### src/rtl/ms_alu_sequencer.sv
// ms_alu_sequencer: drives msALU and register-file strobes so that Rx <- f(Rx, Ry); state moves on the CLKb falling edge.
// Start->Done takes 1 cycle (LDI/MOV) or 4 cycles (ALU ops); Start is accepted only while Ready, otherwise ignored.
module ms_alu_sequencer #(
   parameter int RW   = 3,
   parameter int IW   = 3 + 2*RW + 1,
   parameter int NREG = 2**RW
) (
   input  logic            CLKb,
   input  logic            RSTb,
   input  logic [IW-1:0]   Instr,
   input  logic            Start,
   output logic            Ready,
   output logic            Done,
   output logic            IRin,
   output logic [NREG-1:0] Rin,
   output logic [NREG-1:0] Rout,
   output logic            ExtOut,
   output logic            QOut,
   output logic            Ain,
   output logic            Gin,
   output logic            Gout,
   output logic [2:0]      ALUControl
);

   localparam logic [2:0] S_IDLE = 3'd0;
   localparam logic [2:0] S_T1   = 3'd1;
   localparam logic [2:0] S_T2   = 3'd2;
   localparam logic [2:0] S_T3   = 3'd3;
   localparam logic [2:0] S_T4   = 3'd4;

   localparam logic [2:0] OP_MOV = 3'b110;
   localparam logic [2:0] OP_LDI = 3'b111;

   logic [2:0]      state;
   logic [2:0]      state_nxt;
   logic [IW-1:1]   ir;
   logic [2:0]      op;
   logic [RW-1:0]   rx;
   logic [RW-1:0]   ry;
   logic [NREG-1:0] rx_oh;
   logic [NREG-1:0] ry_oh;
   logic            alu_op;
   logic            unused_rsvd;

   // The reserved instruction bit is never stored, so it cannot influence anything.
   assign unused_rsvd = Instr[0];

   assign op     = ir[IW-1 -: 3];
   assign rx     = ir[IW-4 -: RW];
   assign ry     = ir[IW-4-RW -: RW];
   assign rx_oh  = NREG'(1) << rx;
   assign ry_oh  = NREG'(1) << ry;
   assign alu_op = (op != OP_MOV) && (op != OP_LDI);

   always_comb begin
      state_nxt = S_IDLE;
      case (state)
         S_IDLE:  state_nxt = Start ? S_T1 : S_IDLE;
         S_T1:    state_nxt = alu_op ? S_T2 : S_IDLE;
         S_T2:    state_nxt = S_T3;
         S_T3:    state_nxt = S_T4;
         S_T4:    state_nxt = S_IDLE;
         default: state_nxt = S_IDLE;
      endcase
   end

   always_ff @(negedge CLKb or negedge RSTb) begin
      if (!RSTb) begin
         state <= S_IDLE;
         ir    <= '0;
      end else begin
         state <= state_nxt;
         if (state == S_IDLE && Start) begin
            ir <= Instr[IW-1:1];
         end
      end
   end

   always_comb begin
      Ready      = (state == S_IDLE);
      Done       = 1'b0;
      Rin        = '0;
      Rout       = '0;
      ExtOut     = 1'b0;
      QOut       = 1'b0;
      Ain        = 1'b0;
      Gin        = 1'b0;
      Gout       = 1'b0;
      ALUControl = 3'b000;
      case (state)
         S_T1: begin
            if (op == OP_LDI) begin
               ExtOut = 1'b1;
               Rin    = rx_oh;
               Done   = 1'b1;
            end else if (op == OP_MOV) begin
               Rout   = ry_oh;
               Rin    = rx_oh;
               Done   = 1'b1;
            end else begin
               Rout       = rx_oh;
               Ain        = 1'b1;
               ALUControl = op;
            end
         end
         S_T2: begin
            Rout       = ry_oh;
            Gin        = 1'b1;
            ALUControl = op;
         end
         S_T3: begin
            Gout       = 1'b1;
            ALUControl = op;
         end
         S_T4: begin
            QOut       = 1'b1;
            Rin        = rx_oh;
            Done       = 1'b1;
            ALUControl = op;
         end
         default: ;
      endcase
   end

   // Held low during reset so an external IR mirror never captures while the sequencer is cleared.
   assign IRin = Start && Ready && RSTb;

endmodule
### config.mk
export PLATFORM = sky130hd
export DESIGN_NAME = ms_alu_sequencer
export DESIGN_NICKNAME = d
export VERILOG_FILES = /design/src/rtl/ms_alu_sequencer.sv
export SDC_FILE = /design/constraint.sdc
export NUM_CORES = 1
export LEC_CHECK = 0
export ABC_CLOCK_PERIOD_IN_PS = 1800
export CAP_MARGIN = 20
export CORE_MARGIN = 2
export CORE_UTILIZATION = 39
export DETAILED_ROUTE_END_ITERATION = 8
export GPL_ROUTABILITY_DRIVEN = 0
export PLACE_DENSITY = 0.75
export SYNTH_ARGS = -nofsm -noshare
export SYNTH_HDL_FRONTEND = slang
export SYNTH_SLANG_ARGS = --single-unit
### constraint.sdc
create_clock -name CLKb -period 1.8 [get_ports CLKb]
set_input_delay 0.54 -clock CLKb [delete_from_list [all_inputs] [get_ports CLKb]]
set_output_delay 0.54 -clock CLKb [all_outputs]
set_load 0.01 [all_outputs]
# ---- Word-level counts from Yosys, hierarchy flattened
# Cells that the tools add are included.
dict set report word_totals {
  out_inout_bits 27
  register_bits 12
}
dict set report op_classes {
  muxes 23
  n_shift 2
  reduce_logical 5
  eq_ne 8
}
# operator count
set ops {}
lappend ops {{$mux W8} 4}
lappend ops {{$pmux W8 S2} 2}
lappend ops {{$shl A1 B3 Y8 const A} 2}
lappend ops {{$pmux W3 S4} 1}
lappend ops {{$mux W1} 11}
lappend ops {{$eq A3 B3 Y1 const B} 3}
lappend ops {{$eq A3 B2 Y1 const B} 2}
lappend ops {{$mux W3} 2}
lappend ops {{$ne A3 B3 Y1 const B} 2}
lappend ops {{$pmux W3 S2} 1}
lappend ops {{$eq A3 B1 Y1 const B} 1}
lappend ops {{$logic_and A1 B1 Y1} 3}
lappend ops {{$logic_not A3 Y1} 1}
lappend ops {{$reduce_or A3 Y1} 1}
lappend ops {{$mux W2} 1}
lappend ops {{$pmux W1 S2} 1}

# ---- Logic depth before layout (Yosys ltp)
# Gate-level depths: netlist (run 1).
dict set report depth {
  ltp_word 4
  mapped_depth 7
}

==> flow_metrics.tcl, run 1 <==
set metrics [dict create \
    status "finished with violations" \
    failed_checks "setup timing" \
    synth.avg_cell_area_um2 8.57 \
    clk_pin_slew_worst_paths_ns 0.05 \
    global_route.usage.total 0.253 \
    mostFrequentLayoutCells "sky130_fd_sc_hd__buf_4 (38), sky130_fd_sc_hd__buf_6 (25), sky130_fd_sc_hd__buf_2 (21)" \
    drt_iter0_markers 56 \
    global_route.usage.met2 0.481 \
    share_seq_of_total_power 0.170 \
    yosys_warnings 0 \
    fp.dieArea_mm2 0.00316 \
    length_in_cells_of_the_worst_reg_to_reg_path 8 \
    postSynth.asyncResetShare 1.00 \
    placement.setup.worst_slack_ns -1.61 \
    mappedNetlistNets 137 \
    area_growth_syn_to_layout_pct 90.9 \
    power.share.combinational 0.774 \
    first_drt_pass_iteration_count 4 \
    die_width_um 56.2 \
    whs_path_depth 2 \
    fin_nets 226 \
    hold_viol_final 0 \
    setup_ws_ns -1.53 \
    fin_setup_tns_ns -35.73 \
    boundaryPins 40 \
    grt_pass1_vias 1446 \
    timing.hold.worst.class "reg -> reg" \
    layout.filler_cells 158 \
    power_density_mw_per_mm2 1880 \
    clock_skew_ns 0.00524 \
    critical_path_required_ns 1.26 \
    dp.cells 215 \
    vias_per_cell 5.76 \
    placementRows 18 \
    synth_ff_type "sky130_fd_sc_hd__dfrtn_1" \
    grt_first_pass_wirelength_um 6530 \
    synth_sequential_area_ratio 0.283 \
    cell_area_after_placement_mm2 0.00175 \
    compound_gate_portion_of_the_synthesized_area 0.207 \
    setup.worst_path.class "reg -> out" \
    synth_area_mm2 0.00106 \
    route.detailed.drc 0 \
    use_met3 0.0209 \
    critical_path_fanout_max 6 \
    grt_setup_unrepaired "yes" \
    main_combinational_cell_family_by_area_after_synthesis "simple AND/OR/NAND/NOR gates" \
    total_switching_power_mw 1.67 \
    grt_antenna_before_repair 0 \
    peak_supply_drop_uv 1260 \
    max_h_tree_level 1 \
    start_util 0.421 \
    cts-root-to-sink-buffers 2 \
    final-max-slew-violation-count 0 \
    port_buffers 38 \
    antenna_cells_inserted 0 \
    chipHeight_um 56.2 \
    power.share.clock 0.056 \
    synth_xor_area_frac 0.00824 \
    leakage_nw 0.977 \
    synthCells 124 \
    core_area_mm2 0.00252 \
    cts_root_buf "sky130_fd_sc_hd__clkbuf_4" \
    start_kind "flip-flop" \
    postRouteWirelength_um 4240 \
    max_slew_margin 0.672 \
    netSwitchingFraction 0.440 \
    hpwl_um 2570 \
    crit_path_end_kind "primary output" \
    clk-insertion-delay-late_ns 0.28 \
    clkSinkCount 12 \
    grt_most_used_layer "met2" \
    hp-start "ir[2]" \
    vias 1394 \
    worst-r2r-setup-slack_ns -0.08 \
    yosys-mux-area-fraction 0.0848 \
    post_drt_wl_per_cell_um 17.5 \
    totalPowerFinal_mw 3.81 \
    drt.antenna.violating_nets 0 \
    yosysUniqueCellTypes 38 \
    ys_ff_latch 12 \
    tightest_slew_ns 0.490 \
    synth_area_in_simple_gates 0.319 \
    drive_above_1_share 0.627 \
    finalInstanceArea_mm2 0.00203 \
    globalRouteOverflowTotal 0 \
    critical_path_arrival_ns 2.79 \
    final_common_cell "sky130_fd_sc_hd__buf_4" \
    rr_startpoint "state[1]" \
    grt_use_met1 0.288 \
    grt_start_max_net_pins 13 \
    p_int_mw 2.13 \
    post_synth_fa_ha_maj_area_fraction 0 \
    number_of_enable_flip_flop_cells_after_synthesis 0 \
    stdcell_count 242 \
    max_cap_check_violation_count 0 \
    setup_viol 36 \
    whs_endpoint "ir[2]" \
    cts-buffers-inserted 3 \
    tritoncts "done" \
    reg2reg_to "ir[3]" \
]
[area by class of cell]
| type | instances | area (µm²) | share of cell area |
|---|---|---|---|
| Multi-Input combinational cell | 97 | 857 | 0.423 |
| Timing Repair Buffer | 94 | 761 | 0.375 |
| Sequential cell | 12 | 300 | 0.148 |
| Tap cell | 30 | 37.5 | 0.0185 |
| Clock buffer | 4 | 36.3 | 0.0179 |
| Inverter | 5 | 36.3 | 0.0179 |
[per-stage QoR]
step           utilization  hold slack (ns)
2_1_floorplan            -            0.503
3_5_place_dp         0.695            0.603
5_1_grt              0.804            0.649
6_report             0.804            0.614
3_3_place_gp         0.695            0.602
4_1_cts              0.768            0.607
[state kept, by name, summed over array words and instances (netlist names)]
name and count:
ir 9, state 3
[Yosys cell counts, types with 2 or more instances]
library cell | instances | area share
sky130_fd_sc_hd__buf_4 | 2 | 0.014
sky130_fd_sc_hd__clkbuf_1 | 4 | 0.014
sky130_fd_sc_hd__buf_6 | 2 | 0.021
sky130_fd_sc_hd__nor2_1 | 11 | 0.039
sky130_fd_sc_hd__nor3b_1 | 5 | 0.035
sky130_fd_sc_hd__nor3_1 | 4 | 0.019
sky130_fd_sc_hd__inv_1 | 3 | 0.011
sky130_fd_sc_hd__a32oi_1 | 2 | 0.016
sky130_fd_sc_hd__nand3_1 | 7 | 0.033
sky130_fd_sc_hd__nor2b_1 | 2 | 0.012
sky130_fd_sc_hd__buf_2 | 3 | 0.014
sky130_fd_sc_hd__nand2b_1 | 5 | 0.029
sky130_fd_sc_hd__nand2_1 | 7 | 0.025
sky130_fd_sc_hd__o211ai_1 | 10 | 0.071
sky130_fd_sc_hd__a221oi_1 | 3 | 0.025
sky130_fd_sc_hd__and2_1 | 3 | 0.018
sky130_fd_sc_hd__and3b_1 | 4 | 0.033
sky130_fd_sc_hd__mux2_2 | 8 | 0.085
sky130_fd_sc_hd__and3_1 | 3 | 0.018
sky130_fd_sc_hd__a21oi_1 | 3 | 0.014
sky130_fd_sc_hd__dfrtn_1 | 12 | 0.28
sky130_fd_sc_hd__a21boi_0 | 4 | 0.028
sky130_fd_sc_hd__a21o_1 | 2 | 0.014
[power groups by stage]
stage	Clock (mW)	Combinational [mW]	Sequential (mW)
finish	0.214	2.95	0.646
global route	0.232	3.10	0.660
CTS	0.218	2.67	0.611
detailed placement	0	2.29	0.605
global placement	0	2.21	0.590
floorplan	0	1.41	0.527
[metal layers]
layer	part of all wire	up-vias	wire length [µm]
met5	0	-	0
met2	0.55	73	2320
met1	0.37	673	1590
li1	-	634	-
met4	0.023	0	96
met3	0.055	14	233
[worst max-delay path: stages, from the launching register on]
cell                       delay, ns
sky130_fd_sc_hd__dfrtn_1        0.50
sky130_fd_sc_hd__clkinv_4       0.08
sky130_fd_sc_hd__or3_4          0.38
sky130_fd_sc_hd__clkinv_8       0.08
sky130_fd_sc_hd__nand3_4        0.06
sky130_fd_sc_hd__a221oi_2       0.32
sky130_fd_sc_hd__buf_2          0.19
[timing repair]
action,4_1_cts,5_1_grt
gates resized for setup,159,19
buffers inserted,16,9
pin swaps,18,14
cloned,3,0
setup endpoints to repair,37,36
hold buffers,0,0
[worst max-delay path by stage]
stage | slack [ns] | startpoint | cells after the start | endpoint
6_report | -1.53 | state[1] | 6 | Rout[6]
5_1_grt | -1.61 | state[1] | 6 | Rout[7]
4_1_cts | -1.46 | state[1] | 6 | Rout[7]
3_5_place_dp | -1.61 | state[1] | 6 | Rout[7]
3_3_place_gp | -1.56 | state[1] | 6 | Rout[7]
2_1_floorplan | -1.13 | state[1] | 7 | Rout[7]
[cell families (layout without fill, tap and decap cells)]
logic type	after synthesis	after routing
AO/OA/AOI/OAI	29	29
buffers and inverters	16	103
XOR/XNOR	1	1
AND/OR/NAND/NOR	58	59
multiplexers	8	8
flip-flops	12	12
No activity file was read; power rests on OpenSTA's default activity.
==> run 2: changes to the inputs <==
--- a/config.mk
+++ b/config.mk
@@ -12,6 +12,7 @@
 export DETAILED_ROUTE_END_ITERATION = 8
 export GPL_ROUTABILITY_DRIVEN = 0
 export PLACE_DENSITY = 0.75
+export SLEW_MARGIN = 10
 export SYNTH_ARGS = -nofsm -noshare
 export SYNTH_HDL_FRONTEND = slang
 export SYNTH_SLANG_ARGS = --single-unit
==> results of run 2 <==
The final DEF is identical to that of run 1; final timing and power are the same.
